==> config.mk <==
export PLATFORM = sky130hd
export DESIGN_NAME = cp0_count_timer
export DESIGN_NICKNAME = d
export VERILOG_FILES = /design/src/rtl/cp0_count_timer_pkg.sv /design/src/rtl/cp0_prescaler.sv /design/src/rtl/cp0_count_timer.sv
export SDC_FILE = /design/constraint.sdc
export NUM_CORES = 1
export LEC_CHECK = 0
export BUFFER_PORTS_ARGS = -buffer_cell sky130_fd_sc_hd__clkbuf_2
export CAP_MARGIN = 15
export CORE_MARGIN = 5
export CORE_UTILIZATION = 49
export CTS_CLUSTER_SIZE = 12
export DETAILED_ROUTE_END_ITERATION = 8
export PLACE_DENSITY_LB_ADDON = 0.1
export SLEW_MARGIN = 25
export SYNTH_ARGS = -nofsm -noshare
export SYNTH_HDL_FRONTEND = slang
export SYNTH_SLANG_ARGS = --single-unit
==> constraint.sdc <==
create_clock -name clk -period 3 [get_ports clk]
set_clock_uncertainty 0.1 [all_clocks]
set_input_delay 0.6 -clock clk [delete_from_list [all_inputs] [get_ports clk]]
set_output_delay 0.6 -clock clk [all_outputs]
set_load 0.005 [all_outputs]
==> src/rtl/cp0_count_timer_pkg.sv <==
// Shared constants for the CP0 Count/Compare timer units: read filler,
// register numbers, timer interrupt bit and default prescaler ratio.
package cp0_count_timer_pkg;

    localparam logic [63:0] UNKNOW            = 64'hDEAD_BEEF_DEAD_BEEF;
    localparam int unsigned CP0_REG_COUNT     = 9;
    localparam int unsigned CP0_REG_COMPARE   = 11;
    localparam int unsigned TIMER_IP_BIT      = 7;
    localparam int unsigned COUNT_DIV_DEFAULT = 2;

    // A DIV of 1 still needs a one-bit prescaler register.
    function automatic int unsigned presc_width(input int unsigned div);
        return (div > 1) ? $clog2(div) : 1;
    endfunction

endpackage

==> src/rtl/cp0_prescaler.sv <==
// Divides the core clock by DIV; emits a one-cycle tick on the last phase.
// clr restarts the phase at zero, stall freezes it.
module cp0_prescaler
    import cp0_count_timer_pkg::*;
#(
    parameter int unsigned DIV = COUNT_DIV_DEFAULT
) (
    input  logic clk,
    input  logic rst,
    input  logic clr,
    input  logic stall,
    output logic tick
);

    localparam int unsigned     PW   = presc_width(DIV);
    localparam logic [PW-1:0]   LAST = PW'(DIV - 1);

    logic [PW-1:0] pres_q;
    logic [PW-1:0] pres_d;

    always_comb begin
        tick   = 1'b0;
        pres_d = pres_q;
        if (clr) begin
            pres_d = '0;
        end else if (!stall) begin
            if (pres_q == LAST) begin
                tick   = 1'b1;
                pres_d = '0;
            end else begin
                pres_d = pres_q + 1'b1;
            end
        end
    end

    always_ff @(posedge clk or posedge rst) begin
        if (rst) begin
            pres_q <= '0;
        end else begin
            pres_q <= pres_d;
        end
    end

endmodule

==> src/rtl/cp0_count_timer.sv <==
// CP0 Count register with Compare-match timer interrupt (Cause.IP7).
// Optional macro CP0_COUNT_DC_EN adds the Cause.DC input that freezes counting.
module cp0_count_timer
    import cp0_count_timer_pkg::*;
#(
    parameter int unsigned WIDTH = 32,
    parameter int unsigned DIV   = COUNT_DIV_DEFAULT
) (
    input  logic             clk,
    input  logic             rst,
    input  logic             r_p,
    input  logic             r_h,
    input  logic             we_s,
    input  logic [WIDTH-1:0] write_data,
    output logic [WIDTH-1:0] read_data,
    input  logic [WIDTH-1:0] compare,
    input  logic             compare_we,
`ifdef CP0_COUNT_DC_EN
    input  logic             dc,
`endif
    output logic             timer_int
);

    logic             stall;
    logic             tick;
    logic             match;
    logic [WIDTH-1:0] count_q;
    logic [WIDTH-1:0] count_d;
    logic             match_q;
    logic             match_d;
    logic             timer_int_q;
    logic             timer_int_d;

`ifdef CP0_COUNT_DC_EN
    assign stall = dc;
`else
    assign stall = 1'b0;
`endif

    cp0_prescaler #(
        .DIV   (DIV)
    ) u_prescaler (
        .clk   (clk),
        .rst   (rst),
        .clr   (we_s),
        .stall (stall),
        .tick  (tick)
    );

    assign match = (count_q == compare);

    always_comb begin
        count_d = count_q;
        if (we_s) begin
            count_d = write_data;
        end else if (tick) begin
            count_d = count_q + 1'b1;
        end
    end

    // A Compare write supersedes any match edge seen in the same cycle.
    always_comb begin
        match_d     = match;
        timer_int_d = timer_int_q;
        if (compare_we) begin
            timer_int_d = 1'b0;
        end else if (match && !match_q) begin
            timer_int_d = 1'b1;
        end
    end

    always_ff @(posedge clk or posedge rst) begin
        if (rst) begin
            count_q     <= '0;
            match_q     <= 1'b0;
            timer_int_q <= 1'b0;
        end else begin
            count_q     <= count_d;
            match_q     <= match_d;
            timer_int_q <= timer_int_d;
        end
    end

    assign read_data = (r_p || r_h) ? count_q : UNKNOW[WIDTH-1:0];
    assign timer_int = timer_int_q;

endmodule

Word level (Yosys, flattened, before mapping)
Index checks and enable logic that the tools add are counted.
{ "op_classes": {"add_sub_neg": 2, "n_eq_ne": 1, "muxes": 9, "reduce_logical": 5} }
{ "op_table": {"columns": ["cell", "count"], "rows": [
  ["$mux 32", 3],
  ["$add 32x1->32 const B", 1],
  ["$eq 32x32->1", 1],
  ["$mux 1", 6],
  ["$reduce_bool 2->1", 2],
  ["$add 1x1->1 const B", 1],
  ["$logic_and 1x1->1", 1],
  ["$logic_not 1->1", 1],
  ["$logic_or 1x1->1", 1]
]} }
{ "word_totals": {"reg_bits": 35, "input_bits": 70, "out_inout_bits": 33, "elab_cells": 21} }

Longest topological paths before layout
{ "logic_depth": {"ltp_word": 4, "mapped_depth": 7, "ltp_nobuf": 5} }

Hierarchy
Synthesis repeated with hierarchy kept, for this count alone.
{ "hier_totals": {"cells_unflattened": 298, "area_unflattened_um2": 2493.6} }
{ "modules_own_cells": {"columns": ["mod", "n_inst", "cells_per_inst", "area_each_um2"], "rows": [
  ["cp0_count_timer", 1, 293, 2444.8],
  ["cp0_prescaler", 1, 5, 48.8]
]} }

Least setup slack after synthesis
No wires, ideal clock.
{ "synth_timing": {"path_kind": "register to register", "startpoint": "register count_q[4]", "endpoint": "register count_q[29]", "arrival_time_ps": 1850, "t_required_ps": 2759, "setup_slack_ps": 909, "path_stages_with_launch": 8, "n_path_buf": 3, "cell_sequence": "dfrtp_1 buf_2 nand4_2 or4_1 buf_2 clkbuf_1 o311ai_0 nand3_1"} }
{ "synth_via": {"elab_chain_len": 3} }
{ "synth_rtl": {"columns": ["element", "line", "rtl"], "rows": [
  ["start, declared", "cp0_count_timer.sv:27", "logic [WIDTH-1:0] count_q;"],
  ["start signal, assigned", "cp0_count_timer.sv:78", "count_q <= count_d;"],
  ["$add 32x1->32", "cp0_count_timer.sv:57", "count_d = count_q + 1'b1;"],
  ["$mux 32", "cp0_count_timer.sv:56", "end else if (tick) begin"],
  ["$mux 32", "cp0_count_timer.sv:54", "if (we_s) begin"]
]} }
Every way passes these cells. The select of a mux whose other input is x is not followed.
A chain may end at the register's enable or synchronous reset.

Worst setup path in the final report
{ "layout_timing": {"startpoint": "register count_q[3]", "endpoint": "register count_q[30]"} }
Same word-level chain as after synthesis.

==> run summary <==
Post-synth net total - 384
Hold WC Path Type - input pin to async pin
Final wirelength - 7.715 mm
Layout Utilization - 62.52%
Synth Register Bits - 35
Setup TNS - 0 ns
Commonest cells after routing, fill and taps aside - clkbuf_2, xor2_1, dfrtp_1
Crit path max fanout - 18
Final worst path period need - 2.464 ns
Lkg Pwr - 1.432 nW
CTS Hold Bufs - 0
CTS clock-pin slew for the worst setup and hold paths - 0.07 ns
First-pass GRT wire length - 12.25 mm
Syn avg cell area - 8.215 um^2
CTS resizes - 0
Core area - 5107 um^2
NumNets Final - 471
Initial Util - 50.34%
Antenna violations before repair - 0
Pin count of the biggest net entering global routing - 30
RSZ-0062 raised after global routing - false
Sink Count - 35
Share of the synthesized area in the top cell type - 34.06%
Met3 routed WL - 675 um
# Max-Cap Violations - 0
Fill cells - 470
Critical path data required time - 3.10 ns
Least-Margin Pin Slew - 0.7583 ns
Met2 wire length - 3.540 mm
Crit path DAT - 2.57 ns
Async S/R FF share, synth - 100.0%
Final Wtd Congestion - 0.9250
Total track usage - 24.03%
Share of cells above drive strength 1 - 34.41%
Multi-input gate area - 1574 um^2
Placed cell areas - 3093 um^2
CTS root buffer - clkbuf_8
# DRC - 0
Crit Path Category - flop to flop
Cell area after synthesis - 2571 um^2
Postcts setup bufs - 0
Post-synth EDFFs - 0
Post-DRT Antenna Nets - 0
Setup violators final - 0
I/O Pins - 103
Post-DP HPWL - 6.125 mm
Power per cell area - 404.0 nW/um^2
Seq. cell area - 875.8 um^2
Yosys cell types - 36
Synthesis warning total - 0
Top sig layer - met4
Top_reg_cell synth - dfrtp_1
Clk_lat worst skew - 0.29 ns
Routed vias - 2594
IO buf count - 102
Vias in the first global route - 2474
Iter 0 DRT Violations - 223
Max-slew headroom - 48.98%
Vias per inst - 5.507
Average wire per standard cell - 16.38 um
Max Transition Viols Final - 0
Max Fclk - 405.8 MHz
Wl on met1 - 3.360 mm
N_diodes - 0
Period utilization - 82.13%
Clock Path Buffers - 2
Gr ovfl total - 0
H-tree Lvls - 2
Most common cell after layout, fill and taps aside - clkbuf_2
TritonCTS Buffers - 5
Pre-Repair DR Iteration Count - 4
Row cnt - 26
CP Launch Type - flop
Largest cells by area after synthesis - dfrtp_1, xor2_1, or2_2, nand2_1, o21ai_0
Status - finished, final reports clean
Sequential area share after synthesis - 34.06%
VDD IR max - 0.0001870 V
Chip width - 82.44 um
Setup crit end kind - flop
Area leader, netlist - dfrtp_1
Die ar. - 6796 um^2
Area delta synth->final - 24.18%
Final Hold Viols - 0
Die height - 82.44 um
Cells after Synth - 313
Final instance area - 3193 um^2
CTS tree - yes
==> per-layer routing <==
| metal | vias up | global-route usage [%] |
|---|---|---|
| met5 | - | 0 |
| met2 | 112 | 38.54 |
| met1 | 1176 | 32.38 |
| li1 | 1296 | - |
| met4 | 0 | 7.143 |
| met3 | 10 | 5.206 |
==> final cells by class <==
| cell class | instances | area share, % |
|---|---|---|
| Clock buffer | 8 | 3.135 |
| Inverter | 6 | 0.7053 |
| Multi-Input combinational cell | 247 | 49.29 |
| Sequential cell | 35 | 27.43 |
| Tap cell | 70 | 2.743 |
| Timing Repair Buffer | 105 | 16.69 |
==> sequential cells by signal, indices dropped and copies added, names as in the netlist <==
register	flops
u_prescaler.pres_q	1
timer_int	1
count_q	32
match_q	1
==> path summary, 6_finish.rpt <==
path,start,end,slack [ns],depth (start not counted)
max,count_q[3],count_q[30],0.54,4
min,rst,count_q[20],0.17,2
max reg2reg,count_q[3],count_q[30],0.54,4
min reg2reg,timer_int,timer_int,0.39,2
max in group asynchronous,rst,count_q[24],1.95,3
min in group clk,timer_int,timer_int,0.39,2
==> cell usage after synthesis, drive strengths merged, types with 5 or more instances <==
cell type,n
a31oi,12
nand2,29
clkbuf,21
nor2b,8
o21ai,18
inv,5
and4,5
dfrtp,35
nand3,18
or4,12
xor2,40
nor2,20
or2,23
nor3,6
nor4,12
nand4,10
o31ai,10
xnor2,5
==> report_power, final <==
group / internal [mW] / switching, mW
clock: 0.210 / 0.175
combinational: 0.158 / 0.157
sequential: 0.513 / 0.0784
total: 0.880 / 0.410
==> per-stage QoR <==
| stage | hold slack [ns] | setup slack, ns | cells | power, mW |
|---|---|---|---|---|
| after floorplan | 0.3733 | 0.9091 | 313 | 0.7664 |
| after global placement | 0.3788 | 0.6322 | 463 | 0.9097 |
| after detailed placement | 0.3778 | 0.5789 | 463 | 0.9142 |
| after CTS | 0.1877 | 0.5654 | 471 | 1.291 |
| after global routing | 0.2021 | 0.3603 | 471 | 1.364 |
| final | 0.1660 | 0.5360 | 471 | 1.290 |
==> worst max-delay path, cell delays in order (launching register included) <==
cell,delay [ns]
dfrtp_1,0.49
nand4_2,0.18
or4_1,0.83
or4_1,0.59
a31oi_1,0.18
==> kinds of logic after synthesis <==
kind of cell,share of synthesized area (%)
simple gates,32.55
compound gates,12.46
xor+xnor,15.33
flops,34.06
buf+inv,4.720
mux,0.3893
fa+ha+maj,0.4865
Note: power is estimated with default switching activity, not from simulation.
